--- src/rtl/frame_rr_arbiter_pkg.sv ---
// Shared types and helpers for the frame-aware round-robin arbiter.
// Holds the arbiter state encoding, a constant-friendly clog2, and the
// one-hot to binary index conversion used for the optional source tag.
package frame_rr_arbiter_pkg;

    // Arbiter control states: IDLE arbitrates, LOCK streams one frame.
    typedef enum logic {
        IDLE = 1'b0,
        LOCK = 1'b1
    } arb_state_e;

    // Width of one source word and of the source tag.
    localparam int WORD_W = 32;
    localparam int SRC_W  = 8;

    // Widest channel vector the index helper has to decode.
    localparam int MAX_CH = 16;

    // Ceiling log2, usable in parameter context.
    function automatic int clog2(input int value);
        int result;
        int v;
        result = 0;
        for (v = value - 1; v > 0; v = v >> 1) begin
            result = result + 1;
        end
        return result;
    endfunction

    // Binary index of the set bit of a one-hot vector (0 when empty).
    function automatic logic [SRC_W-1:0] onehot_to_index(input logic [MAX_CH-1:0] onehot);
        logic [SRC_W-1:0] idx;
        idx = '0;
        for (int i = 0; i < MAX_CH; i++) begin
            if (onehot[i]) begin
                idx = SRC_W'(i);
            end
        end
        return idx;
    endfunction

endpackage

--- src/rtl/frame_rr_arbiter_pick.sv ---
// Combinational round-robin picker.
// Returns the first requesting channel strictly above the one-hot previous
// winner, wrapping to channel 0. An all-zero prev behaves like the MSB, so
// the search then starts at channel 0. pick is zero when nothing requests.
module rr_onehot_pick #(
    parameter int WIDTH = 4
) (
    input  logic [WIDTH-1:0] req,
    input  logic [WIDTH-1:0] prev,
    output logic [WIDTH-1:0] pick
);

    localparam logic [WIDTH-1:0] ONE = {{(WIDTH-1){1'b0}}, 1'b1};

    logic [WIDTH-1:0] upper_mask;
    logic [WIDTH-1:0] upper_req;
    logic [WIDTH-1:0] search_req;

    // Isolate the lowest set bit of a vector.
    function automatic logic [WIDTH-1:0] lowest_set(input logic [WIDTH-1:0] v);
        return v & (~v + ONE);
    endfunction

    // Prefer requests above prev; if none, wrap around and take the lowest request.
    always_comb begin
        upper_mask = ~(prev | (prev - ONE));
        upper_req  = req & upper_mask;
        search_req = (|upper_req) ? upper_req : req;
        pick       = lowest_set(search_req);
    end

endmodule

--- src/rtl/frame_rr_arbiter.sv ---
// Frame-aware round-robin arbiter: merges WIDTH 32-bit word sources into a
// single registered valid/ready stream without interleaving frames. A locked
// channel that stops requesting for TIMEOUT cycles is forcibly released.
// Optional feature: define FRAME_RR_ARB_SRC_TAG_EN to add SRC_OUT, the binary
// index of the channel that produced the current output word.
module frame_rr_arbiter
    import frame_rr_arbiter_pkg::*;
#(
    parameter int WIDTH   = 4,
    parameter int TIMEOUT = 1024
) (
    input  logic                   CLK,
    input  logic                   RST,
    input  logic [WIDTH-1:0]       WRITE_REQ,
    input  logic [WIDTH-1:0]       LAST_IN,
    input  logic [WIDTH*32-1:0]    DATA_IN,
    output logic [WIDTH-1:0]       READ_GRANT,
    input  logic                   READY_OUT,
    output logic                   WRITE_OUT,
    output logic [31:0]            DATA_OUT,
    output logic                   LAST_OUT,
    output logic                   BUSY,
    output logic                   TIMEOUT_ERR
`ifdef FRAME_RR_ARB_SRC_TAG_EN
    ,
    output logic [7:0]             SRC_OUT
`endif
);

    // Counter is one bit wider than needed to reach TIMEOUT-1 so it can saturate.
    localparam int                 CNT_W    = clog2(TIMEOUT) + 1;
    localparam logic [CNT_W-1:0]   CNT_LAST = CNT_W'(TIMEOUT - 1);
    localparam logic [CNT_W-1:0]   CNT_MAX  = {CNT_W{1'b1}};
    localparam logic [WIDTH-1:0]   PREV_RST = {1'b1, {(WIDTH-1){1'b0}}};

    arb_state_e             state_q, state_d;
    logic [WIDTH-1:0]       sel_q, sel_d;
    logic [WIDTH-1:0]       prev_q, prev_d;
    logic [CNT_W-1:0]       cnt_q, cnt_d;
    logic                   write_out_q, write_out_d;
    logic [WORD_W-1:0]      data_out_q, data_out_d;
    logic                   last_out_q, last_out_d;
    logic                   timeout_err_q, timeout_err_d;

    logic [WIDTH-1:0]       pick;
    logic [WIDTH-1:0]       grant;
    logic                   granted;
    logic                   load_ok;
    logic [WORD_W-1:0]      sel_word;
    logic                   sel_last;
    logic                   sel_req;

`ifdef FRAME_RR_ARB_SRC_TAG_EN
    logic [SRC_W-1:0]       src_q, src_d;
    logic [MAX_CH-1:0]      sel_wide;

    assign sel_wide = MAX_CH'(sel_q);
`endif

    rr_onehot_pick #(
        .WIDTH (WIDTH)
    ) u_pick (
        .req  (WRITE_REQ),
        .prev (prev_q),
        .pick (pick)
    );

    // Route the locked channel's word, LAST flag and request to common signals.
    always_comb begin
        sel_word = '0;
        sel_last = 1'b0;
        sel_req  = 1'b0;
        for (int j = 0; j < WIDTH; j++) begin
            if (sel_q[j]) begin
                sel_word = sel_word | DATA_IN[j*32 +: 32];
                sel_last = sel_last | LAST_IN[j];
                sel_req  = sel_req | WRITE_REQ[j];
            end
        end
    end

    // Pop strobe: only the locked channel, only when the output register can take a word.
    always_comb begin
        load_ok = !write_out_q || READY_OUT;
        grant   = '0;
        if ((state_q == LOCK) && load_ok) begin
            grant = sel_q & WRITE_REQ;
        end
        granted = |grant;
    end

    assign READ_GRANT = grant;

    // Next-state, output-register and stall-counter logic.
    always_comb begin
        state_d       = state_q;
        sel_d         = sel_q;
        prev_d        = prev_q;
        cnt_d         = cnt_q;
        write_out_d   = write_out_q;
        data_out_d    = data_out_q;
        last_out_d    = last_out_q;
        timeout_err_d = 1'b0;
`ifdef FRAME_RR_ARB_SRC_TAG_EN
        src_d         = src_q;
`endif

        // Output register: load on a grant, drain when the held word was taken.
        if (granted) begin
            write_out_d = 1'b1;
            data_out_d  = sel_word;
            last_out_d  = sel_last;
`ifdef FRAME_RR_ARB_SRC_TAG_EN
            src_d       = onehot_to_index(sel_wide);
`endif
        end else if (load_ok) begin
            write_out_d = 1'b0;
            last_out_d  = 1'b0;
        end

        case (state_q)
            IDLE: begin
                if (|WRITE_REQ) begin
                    sel_d   = pick;
                    prev_d  = pick;
                    cnt_d   = '0;
                    state_d = LOCK;
                end
            end
            LOCK: begin
                if (granted) begin
                    // A LAST grant always wins over a timeout because it clears the counter.
                    cnt_d = '0;
                    if (sel_last) begin
                        state_d = IDLE;
                    end
                end else if (!sel_req) begin
                    // Only a silent source counts; downstream back-pressure does not.
                    if (cnt_q != CNT_MAX) begin
                        cnt_d = cnt_q + CNT_W'(1);
                    end
                    if (cnt_q == CNT_LAST) begin
                        timeout_err_d = 1'b1;
                        state_d       = IDLE;
                    end
                end
            end
            default: begin
                state_d = IDLE;
            end
        endcase
    end

    // State and output registers; prev resets to the MSB so channel 0 wins first.
    always_ff @(posedge CLK or posedge RST) begin
        if (RST) begin
            state_q       <= IDLE;
            sel_q         <= '0;
            prev_q        <= PREV_RST;
            cnt_q         <= '0;
            write_out_q   <= 1'b0;
            data_out_q    <= '0;
            last_out_q    <= 1'b0;
            timeout_err_q <= 1'b0;
        end else begin
            state_q       <= state_d;
            sel_q         <= sel_d;
            prev_q        <= prev_d;
            cnt_q         <= cnt_d;
            write_out_q   <= write_out_d;
            data_out_q    <= data_out_d;
            last_out_q    <= last_out_d;
            timeout_err_q <= timeout_err_d;
        end
    end

`ifdef FRAME_RR_ARB_SRC_TAG_EN
    // Source tag travels with the data word.
    always_ff @(posedge CLK or posedge RST) begin
        if (RST) begin
            src_q <= '0;
        end else begin
            src_q <= src_d;
        end
    end

    assign SRC_OUT = src_q;
`endif

    assign WRITE_OUT   = write_out_q;
    assign DATA_OUT    = data_out_q;
    assign LAST_OUT    = last_out_q;
    assign BUSY        = (state_q == LOCK);
    assign TIMEOUT_ERR = timeout_err_q;

endmodule
--- config.mk ---
export PLATFORM = sky130hd
export DESIGN_NAME = frame_rr_arbiter
export DESIGN_NICKNAME = d
export VERILOG_FILES = /design/src/rtl/frame_rr_arbiter_pkg.sv /design/src/rtl/frame_rr_arbiter_pick.sv /design/src/rtl/frame_rr_arbiter.sv
export SDC_FILE = /design/constraint.sdc
export NUM_CORES = 1
export LEC_CHECK = 0
export CAP_MARGIN = 15
export CELL_PAD_IN_SITES_DETAIL_PLACEMENT = 1
export CELL_PAD_IN_SITES_GLOBAL_PLACEMENT = 2
export CORE_UTILIZATION = 22
export DETAILED_ROUTE_END_ITERATION = 12
export PLACE_DENSITY = 0.92
export REMOVE_ABC_BUFFERS = 1
export SLEW_MARGIN = 20
export SYNTH_ARGS = -nofsm -noshare
export SYNTH_HDL_FRONTEND = slang
export SYNTH_SLANG_ARGS = --single-unit
--- constraint.sdc ---
create_clock -name CLK -period 3.1 [get_ports CLK]
set_input_delay 0.775 -clock CLK [delete_from_list [all_inputs] [get_ports CLK]]
set_output_delay 0.775 -clock CLK [all_outputs]
set_load 0.01 [all_outputs]
==> results of run 1 <==
-- per-layer routing --
metal | GRT usage [%] | up-vias | wire, µm
met4 | 4.51 | 0 | 163
met5 | 0 | - | 0
li1 | - | 1581 | -
met2 | 31.6 | 114 | 6170
met3 | 3.14 | 12 | 648
met1 | 20.9 | 1623 | 5170
-- flip-flops by register name (all words and copies together) (netlist names) --
| register | flops |
|---|---|
| DATA_OUT | 32 |
| cnt_q | 11 |
| sel_q | 4 |
| BUSY | 1 |
| LAST_OUT | 1 |
| TIMEOUT_ERR | 1 |
| WRITE_OUT | 1 |
| prev_q | 1 |
-- worst max-delay path, delay by kind of cell --
kind / cells / cell delay, ps
buffers and inverters: 2 / 1020
AND/OR/NAND/NOR: 3 / 370
-- final cells by class --
| cell class | instances | area [µm²] |
|---|---|---|
| inverters | 6 | 22.5 |
| multi-input cells | 232 | 1520 |
| well taps | 176 | 220 |
| repair buffers | 190 | 1900 |
| clock inverters | 2 | 38.8 |
| fillers | 1529 | 8100 |
| flip-flops and latches | 52 | 1300 |
| clock buffers | 6 | 139 |
-- synth_stat cells (2+ instances only) --
cell | instances | share of area (%)
buf_6 | 3 | 1.1
nand2_1 | 45 | 5.7
nand3_1 | 5 | 0.84
or4_1 | 8 | 2.0
or3_1 | 3 | 0.63
a221oi_1 | 32 | 9.4
a21o_1 | 4 | 1.0
nor4_1 | 3 | 0.63
buf_2 | 4 | 0.67
a21boi_1 | 2 | 0.50
o21ai_0 | 35 | 5.9
and2_1 | 2 | 0.42
clkbuf_1 | 22 | 2.8
nand4_1 | 2 | 0.42
nor2b_1 | 5 | 1.0
o31ai_1 | 9 | 2.3
o211ai_1 | 3 | 0.75
nand3b_1 | 2 | 0.50
nor2_1 | 5 | 0.63
inv_1 | 5 | 0.63
a22oi_1 | 3 | 0.75
dfrtp_1 | 51 | 43
a21oi_1 | 11 | 1.8
nor3b_1 | 2 | 0.50
a22o_1 | 32 | 9.4
-- worst paths after layout --
kind	from	to	slack (ps)	cells after the start
worst max-delay path	READY_OUT	READ_GRANT[2]	150	5
worst min-delay path	LAST_OUT	LAST_OUT	480	1
worst max register to register	sel_q[2]	sel_q[1]	1010	5
worst min register to register	LAST_OUT	LAST_OUT	480	1
max in group asynchronous	RST	prev_q[3]	1550	3
min in group asynchronous	RST	DATA_OUT[2]	910	2
-- stage by stage --
step | total power [W] | utilization (%) | setup WS (ps) | instance area (µm²) | instances
2_1_floorplan | 0.00196 | - | 255 | 2850 | 290
3_3_place_gp | 0.00290 | 37.5 | 222 | 4960 | 656
3_5_place_dp | 0.00298 | 37.5 | 141 | 4960 | 656
4_1_cts | 0.00365 | 38.8 | 127 | 5140 | 664
5_1_grt | 0.00386 | 38.8 | 75.9 | 5140 | 664
6_report | 0.00359 | 38.8 | 149 | 5140 | 664
-- cells by family (layout without fill, tap and decap cells) --
group           count (synthesis)  count (layout)
mux                             1               1
fa+ha+maj                       1               1
compound gates                141             141
simple gates                   89              89
buf+inv                        36             204
flops                          52              52
-- power breakdown --
group	total (W)	leakage, nW	internal (W)	switching [W]
logic	0.00189	1.25	0.000919	0.000973
clock network	0.000649	0.0871	0.000405	0.000245
registers	0.00105	0.679	0.000896	0.000151
total	0.00359	2.02	0.00222	0.00137
==> results.md, run 1 <==
* Most common library cell in the layout ignoring fill and taps: clkdlybuf4s50_1
* Post-synthesis simple-gate area fraction at roughly 15%
* Number of synthesized register bits at between 50 and 60
* Last weighted congestion value of the routability-driven placer at 0.788
* Clock Root Buffer: clkbuf_16
* Achievable Freq at 0.339 GHz
* Transition time of the tightest slew-check pin at 657 ps
* Number of standard-cell rows in the floorplan at 42
* Unrepaired setup endpoints after global routing: false
* Crit path time final at ~3000 ps
* Synth async-reset ratio at 100%
* Share of post-route cells with drive strength above 1 at 5.74%
* Worst slew margin at between 50% and 60%
* Cells along the critical path: clkdlybuf4s50_1 > nand2b_1 > nand2_1 > nor2_1 > clkdlybuf4s50_1
* Largest fanout on the critical path at 4
* Area of the die at about 14000 µm²
* Arrival time reported for the critical path endpoint at 2180 ps
* Multiplexer share of the synthesized area at less than 1%
* Max-cap violations at 0
* Setup TNS at 0 ps
* Top_reg_cell synth: dfrtp_1
* Synthesis Warnings at 0
* Port bufs at 178
* Total routing resource utilization after global routing at between 15 and 20%
* Mapped Area at roughly 3000 µm²
* DIE HEIGHT at between 100 and 150 µm
* Post-DP HPWL at approximately 9.2 mm
* DRC errors left at 0
* H-Tree Level Count at 2
* Maximum number of pins on one net before global-route repair at 54
* Number of top-level pins at around 180
* Most frequent cells in the layout: clkdlybuf4s50_1 (178), dfrtp_1 (51), nand2_1 (45)
* Sequential-to-total area share from yosys stat at a little over two fifths
* Inserted Clock Buffers at 5
* Most numerous cell on the critical path: clkdlybuf4s50_1
* Type of origin of the critical path: input pin
* Power per standard cell area at between 600 and 700 nW/µm²
* Post-CTS sizing at 0
* Final hold viol count at 0
* Hold-fix buffer count after cts at 0
* Final worst-path cycle share at a little over nine tenths
* Number of global-route vias before repair at 3603
* Slowest CP cell: clkdlybuf4s50_1
* Initial antenna violation count at 0
* Adder and majority gate portion of the synthesized area at less than 1%
* Total congestion overflow at 0
* Standard cell core area at roughly 13000 µm²
* Final-stage net count at roughly 630
* Number of pins with negative max-slew slack in the final report at 0
* Outcome: complete, no violations
* Via-to-Cell Ratio at between 5 and 6
* CP Capture Type: primary output
* Hold WC Path Type: flip-flop to flip-flop
* Gate count after technology mapping at 320
* Clock tree from TritonCTS: done
* Synthesized-area fraction occupied by ao, oa, aoi and oai cells at between 30% and 40%
* Antenna viol nets, final at 0
* Synth cell types at 47
* Worst clock skew on the final layout at ~7 ps
* Total vias in the final route at around 3300
* Leakage power figure at 2.02 nW
* Critical path's largest stage delay at between 500 and 600 ps
* CTS sink count at 52
* Dominant combinational cell family by area after synthesis: compound AO/OA/AOI/OAI gates
* Setup Viol. Count Final at 0
* Detailed Routing Iterations Pass 1 at 5
* Average cell area after synthesis at between 9 and 10 µm²
* Routed wire per std cell at ~18 µm
* Die outline width at 119 µm
* Clock tree buffer depth at 2
* Source-to-sink clock delay at the later pin of the worst-skew pair at 290 ps
* Setup Crit Path Kind: input pin to primary output
* DR iter-0 viols at around 130
* Count of flip-flops with a built-in enable after synthesis at 0
* XOR/XNOR Fraction of Synth Area at 0%
* Global-route wire length before repair at 19.4 mm
* Post-Route WL at between 10 and 15 mm
* Area added between synthesis and finish at 72.2%
* Hold slack at 482 ps
* Total setup buffers inserted after CTS at 0
* Clock-pin transition on the worst setup and hold timing paths at 70 ps
* Diodes inserted at 0
* Initial Util at a little under a quarter
* CP required at 2320 ps
* Worst IR Drop VDD at 328 µV
Power figures use the tool's default switching activity.
==> run 2: changes to the inputs <==
CORE_UTILIZATION = 23   (was 22)
CTS_BUF_LIST = sky130_fd_sc_hd__clkbuf_8   (was default)
PLACE_DENSITY = 0.95   (was 0.92)
==> run 2 against run 1 <==
  * Hold slack better by 5.0 ps
  * Critical endpoint unchanged
  * Global-route usage shrank 0.67 points
  * Cell count decreased by 0.75%
  * Largest cell class unchanged
  * Fmax shrank 0.59%
==> results.md, run 2 (synthesis gave the netlist of run 1 again) <==
* Source-to-sink clock delay at the later pin of the worst-skew pair at 300 ps (about the same)
* Worst IR Drop VDD at 414 µV (+26%)
* CTS sink count at 52 (unchanged)
* Setup TNS at 0 ps (unchanged)
* Clock tree from TritonCTS: done
* Last weighted congestion value of the routability-driven placer at 0.758 (-3.8%)
* Share of post-route cells with drive strength above 1 at 5.34% (-0.40 points)
* Port bufs at 178 (unchanged)
* Inserted Clock Buffers at 5 (unchanged)
* Kind of cell with the highest combined delay on the critical path: buffers and inverters
* Diodes inserted at 0 (unchanged)
* CP Capture Type: primary output
* Most numerous cell on the critical path: clkdlybuf4s50_1
* Clock tree buffer depth at 2 (unchanged)
* Largest fanout on the critical path at 4 (unchanged)
* Largest register FFs at 32 (unchanged)
* Number of top-level pins at 179 (unchanged)
* Via-to-Cell Ratio at 5.03 (+0.24%)
* Type of origin of the critical path: input pin
* Total routing resource utilization after global routing at 16.7% (-0.67 points)
* Global-route wire length before repair at 17.7 mm (-9.0%)
* Routed wire per std cell at 17.6 µm (-3.6%)
* Sequential group share of total power at 31.3% (+2.1 points)
* Initial Util at 23.7% (+1.1 points)
* Clock Root Buffer: clkbuf_8
* Switching Share at 39.2% (+1.0 points)
* Final worst-path cycle share at 95.7% (+0.56 points)
* Logic pwr share at 54.9% (+2.2 points)
* Register-to-register setup slack at 1140 ps (+130 ps)
* Antenna viol nets, final at 0 (unchanged)
* Hold-fix buffer count after cts at 0 (unchanged)
* Critical path's largest stage delay at 560 ps (about the same)
* Achievable Freq at 0.337 GHz (-0.59%)
* Area added between synthesis and finish at 69.4%
* Standard cell core area at 12600 µm² (-4.7%)
* Internal power at 0.00204 W (-7.9%)
* Leakage power figure at 1.99 nW (-1.6%)
* Number of standard-cell rows in the floorplan at 41 (-2.4%)
* Outcome: complete, no violations
* DR iter-0 viols at 109 (-17%)
* Reg2reg start: sel_q[2]
* Cells along the critical path: clkdlybuf4s50_1 > nand2b_1 > nand2_1 > nor2_1 > clkdlybuf4s50_1
* Switching power at 0.00132 W (-3.8%)
* Fin worst setup slack at 132 ps (-17.5 ps)
* Worst clock skew on the final layout at 12.6 ps (+5.59 ps)
* Initial antenna violation count at 0 (unchanged)
* Number of global-route vias before repair at 3386 (-6.0%)
* Buffers & Inverters on Critical Path at 2 (unchanged)
* H-Tree Level Count at 2 (unchanged)
* Worst slew margin at 61.4% (+5.3 points)
* DIE HEIGHT at 116 µm (-2.2%)
* Final-stage net count at 626 (-0.16%)
* Post-DP HPWL at 8.90 mm (-2.9%)
* Number of cells on the critical path at 5 (unchanged)
* Power per standard cell area at 664 nW/µm² (-4.8%)
* Reg2reg end: cnt_q[4]
* Number of pins with negative max-slew slack in the final report at 0 (unchanged)
* Clock network fraction of design power at 13.8% (-4.3 points)
* Final hold viol count at 0 (unchanged)
* Multi-input gate area in the final layout at 1520 µm² (unchanged)
* Maximum number of pins on one net before global-route repair at 61 (+13%)
* Total setup buffers inserted after CTS at 0 (unchanged)
* Placement-stage worst setup slack at 134 ps (-7.89 ps)
* Clock-pin transition on the worst setup and hold timing paths at 100 ps (+30 ps)
* Setup Crit Path Kind: input pin to primary output
* Post-Route WL at 11.6 mm (-4.3%)
* Setup Viol. Count Final at 0 (unchanged)
* Post-CTS sizing at 0 (unchanged)
* Area of the die at 13400 µm² (-4.3%)
* CP required at 2320 ps (about the same)
* DRC errors left at 0 (unchanged)
* FF/Latch Area at 1300 µm² (unchanged)
* Critical path endpoint: READ_GRANT[2]
* Hold WC Path Type: flip-flop to flip-flop
* Slowest CP cell: clkdlybuf4s50_1
* Worst Setup SP: READY_OUT
* Total congestion overflow at 0 (unchanged)
* Total vias in the final route at 3313 (-0.51%)
* Detailed Routing Iterations Pass 1 at 4 (-1)
* Unrepaired setup endpoints after global routing: false
* Transition time of the tightest slew-check pin at 578 ps (-79.1 ps)
* Die outline width at 116 µm (-2.2%)
* Arrival time reported for the critical path endpoint at 2190 ps (about the same)
* Crit path time final at 2970 ps (+17.5 ps)
* Depth of the worst register-to-register path at 5 (unchanged)
* Most frequent cells in the layout: clkdlybuf4s50_1 (178), dfrtp_1 (51), nand2_1 (45)
* Most common library cell in the layout ignoring fill and taps: clkdlybuf4s50_1
* Fill count at 1472 (-3.7%)
* Max-cap violations at 0 (unchanged)
* Min-Delay Startpoint: DATA_OUT[1]
[run 2: cell types whose count changed in the layout (fill, tap and decap cells not counted)]
cell       previous run  this run
clkinv_4              1         0
clkinv_2              0         1
clkbuf_8              1         5
buf_4                10         9
clkbuf_16             5         0
inv_1                 4         5
[run 2: final cells by class]
type	count	area share [%]
tap	172	4.25
multi-input combinational	232	30.1
inverter	6	0.445
timing repair buffer	189	37.3
sequential	52	25.7
clock buffer	5	1.36
clock inverter	3	0.767
[run 2: tightest hold or removal path, cell delays in order (launching register included)]
cell     delay [ps]
dfrtp_1         350
nand2_1          50
o21ai_0          60
[run 2: layer usage]
layer	track usage (%)	wire, µm	part of all wire, %	vias to the layer above
li1	-	-	-	1578
met1	20.5	4630	40	1630
met2	31.2	6240	54	99
met3	2.67	679	5.8	6
met4	2.39	78	0.67	0
met5	0	0	0	-
[run 2: power groups by stage]
stage                     combinational (W)  clock [W]  sequential [W]
after global routing                0.00204   0.000510         0.00109
after global placement              0.00181          0         0.00106
after floorplan                    0.000737          0         0.00123
after detailed placement            0.00188          0         0.00107
after CTS                           0.00188   0.000483         0.00105
final                               0.00185   0.000464         0.00105
[run 2: how the worst min path moves through the flow]
stage / to / slack (ps) / cells after the start
2_1_floorplan: TIMEOUT_ERR / 460 / 1
3_3_place_gp: DATA_OUT[5] / 460 / 2
3_5_place_dp: DATA_OUT[1] / 470 / 2
4_1_cts: DATA_OUT[1] / 490 / 2
5_1_grt: DATA_OUT[25] / 530 / 2
6_report: DATA_OUT[1] / 490 / 2
[run 2: stage by stage]
| stage | util [%] | std cells | total power [W] | area [µm²] | hold slack [ps] |
|---|---|---|---|---|---|
| 3_5_place_dp | 39.2 | 651 | 0.00295 | 4950 | 471 |
| 2_1_floorplan | - | 290 | 0.00196 | 2850 | 456 |
| 3_3_place_gp | 39.2 | 651 | 0.00287 | 4950 | 462 |
| 4_1_cts | 40.1 | 659 | 0.00342 | 5060 | 494 |
| 6_report | 40.1 | 659 | 0.00336 | 5060 | 487 |
| 5_1_grt | 40.1 | 659 | 0.00364 | 5060 | 527 |
==> run 3: changes to the inputs <==
CORE_UTILIZATION = 19   (was 23)
PLACE_DENSITY = 0.85   (was 0.95)
clock period = 2.6 ns   (was 3.1 ns; I/O delays follow)
==> run 3 against run 2 <==
  * Hold slack got worse by 2.5 ps
  * Total power rose by 20%
  * Sequential share of layout area fell by 0.52 points
  * Die area rose by 21%
  * Largest power group unchanged
==> results.md, run 3 (synthesis gave the netlist of run 1 again) <==
* Inserted Clock Buffers at 5 (unchanged)
* Fin worst setup slack at 186 ps (+54.1 ps)
* Hold-fix buffer count after cts at 0 (unchanged)
* Setup Crit Path Kind: input pin to primary output
* Number of standard-cell rows in the floorplan at 45 (+9.8%)
* Total routing resource utilization after global routing at 14.8% (-1.9 points)
* Post-DP HPWL at 9.11 mm (+2.3%)
* H-Tree Level Count at 2 (unchanged)
* Share of post-route cells with drive strength above 1 at 7.24% (+1.9 points)
* Post-Route WL at 11.9 mm (+2.6%)
* DRC errors left at 0 (unchanged)
* Final-stage net count at 636 (+1.6%)
* Buffers & Inverters on Critical Path at 2 (unchanged)
* Detailed Routing Iterations Pass 1 at 4 (unchanged)
* Total setup buffers inserted after CTS at 0 (unchanged)
* Critical path's largest stage delay at 470 ps (-90 ps)
* Total power at 0.00403 W (+20%)
* Number of global-route vias before repair at 3635 (+7.4%)
* Multi-input gate area in the final layout at 1520 µm² (unchanged)
* Clock tree buffer depth at 2 (unchanged)
* Antenna viol nets, final at 0 (unchanged)
* Register-to-register setup slack at 690 ps (-450 ps)
* Largest register FFs at 32 (unchanged)
* Via-to-Cell Ratio at 4.70 (-6.5%)
* Maximum number of pins on one net before global-route repair at 41 (-33%)
* Total congestion overflow at 0 (unchanged)
* CP required at 1950 ps (-370 ps)
* Min-Delay Startpoint: DATA_OUT[7]
* Number of cells after detailed placement at 700 (+7.5%)
* Final cell count without fillers at 708 (+7.4%)
* Setup Viol. Count Final at 0 (unchanged)
* Clock tree from TritonCTS: done
* FF/Latch Area at 1300 µm² (unchanged)
* Number of top-level pins at 179 (unchanged)
* CTS sink count at 52 (unchanged)
* Hold WC Path Type: flip-flop to flip-flop
* Diodes inserted at 0 (unchanged)
* Routed wire per std cell at 16.8 µm (-4.5%)
* DR iter-0 viols at 127 (+17%)
* Worst min-delay path endpoint: DATA_OUT[7]
* Max-cap violations at 0 (unchanged)
* Most common library cell in the layout ignoring fill and taps: clkdlybuf4s50_1
* Achievable Freq at 0.414 GHz
* Reg2reg end: cnt_q[10]
* Final worst-path cycle share at roughly 93%
* Total vias in the final route at 3329 (+0.48%)
* Kind of cell with the highest combined delay on the critical path: buffers and inverters
* Last weighted congestion value of the routability-driven placer at 0.789 (+4.0%)
* Initial Util at 19.6% (-4.1 points)
* Outcome: complete, no violations
* Depth of the worst register-to-register path at 4 (-1)
* Depth of the worst hold-timing path at 2 (unchanged)
* Placement-stage worst setup slack at -92.0 ps (-226 ps)
* Slowest CP cell: clkdlybuf4s50_1
* Area added between synthesis and finish at 72.9%
* Power per standard cell area at 780 nW/µm² (+17%)
* Clock-pin transition on the worst setup and hold timing paths at 90 ps (about the same)
* Final hold viol count at 0 (unchanged)
* DIE HEIGHT at 127 µm (+9.9%)
* CP Capture Type: primary output
* Leakage power figure at 2.04 nW (+2.7%)
* Global-route wire length before repair at 19.0 mm (+7.3%)
* Cells along the critical path: clkdlybuf4s50_1 > nand2b_1 > nand2_1 > nor2_1 > dlygate4sd2_1
* Transition time of the tightest slew-check pin at 509 ps (-68.4 ps)
* Area of the die at 16200 µm² (+21%)
* Die outline width at 127 µm (+9.9%)
* Initial antenna violation count at 0 (unchanged)
* Arrival time reported for the critical path endpoint at 1760 ps (-430 ps)
* Worst IR Drop VDD at 449 µV (+8.4%)
* Worst clock skew on the final layout at 15.9 ps (+3.34 ps)
* Unrepaired setup endpoints after global routing: false
* Largest fanout on the critical path at 4 (unchanged)
* Type of origin of the critical path: input pin
* Most frequent cells in the layout: clkdlybuf4s50_1 (174), dfrtp_1 (51), nand2_1 (45)
* Worst slew margin at 66.0% (+4.6 points)
* Source-to-sink clock delay at the later pin of the worst-skew pair at 320 ps (+20 ps)
* Standard cell core area at 15300 µm² (+21%)
* Port bufs at 178 (unchanged)
* Number of pins with negative max-slew slack in the final report at 0 (unchanged)
* Crit path time final at between 2000 and 2500 ps
* Reg2reg start: BUSY
* Clock Root Buffer: clkbuf_8
* Fill count at 1759 (+19%)
==> run 3: power by group <==
group / switching [W] / total (W) / internal [W]
clock: 0.000288 / 0.000501 / 0.000213
sequential: 0.000164 / 0.00123 / 0.00107
combinational: 0.00117 / 0.00230 / 0.00113
total: 0.00162 / 0.00403 / 0.00241
==> run 3: timing repair <==
| action | in CTS | in global routing |
|---|---|---|
| hold endpoints to repair | 0 | 0 |
| resized for setup | 4 | 0 |
| setup endpoints to repair | 4 | 0 |
==> run 3: worst max-delay path by stage <==
stage	from	endpoint	cells past startpoint
5_1_grt	READY_OUT	READ_GRANT[3]	5
3_3_place_gp	READY_OUT	READ_GRANT[3]	5
3_5_place_dp	READY_OUT	READ_GRANT[3]	5
6_report	READY_OUT	READ_GRANT[3]	5
4_1_cts	READY_OUT	READ_GRANT[3]	5
2_1_floorplan	sel_q[0]	cnt_q[10]	4
==> run 3: area by class of cell <==
type / instances / share of cell area [%]
Clock buffer: 6 / 1.60
Clock inverter: 2 / 0.218
Inverter: 6 / 0.436
Multi-Input combinational cell: 232 / 29.5
Sequential cell: 52 / 25.2
Tap cell: 211 / 5.11
Timing Repair Buffer: 199 / 37.9
==> run 3: worst register-to-register path, stage by stage, from the launching register on <==
cell,delay (ps)
dfrtp_1,510
clkinv_1,330
a211o_2,470
nand2_1,290
o21ba_2,210
==> run 3: metal layers <==
layer | track usage [%] | routed length, µm | vias up
met5 | 0 | 0 | -
met4 | 4.55 | 197 | 0
met3 | 2.43 | 668 | 14
met2 | 27.3 | 6000 | 103
met1 | 17.5 | 5060 | 1612
li1 | - | - | 1600
==> run 3: metrics by stage <==
stage | TNS (ps) | utilization (%) | hold WS (ps) | instance area [µm²]
detailed placement | -604 | 33.3 | 469 | 5080
floorplan | -1160 | - | 456 | 2850
global route | 0 | 33.8 | 516 | 5160
global placement | -108 | 33.3 | 462 | 5080
CTS | 0 | 33.8 | 491 | 5160
finish | 0 | 33.8 | 485 | 5160
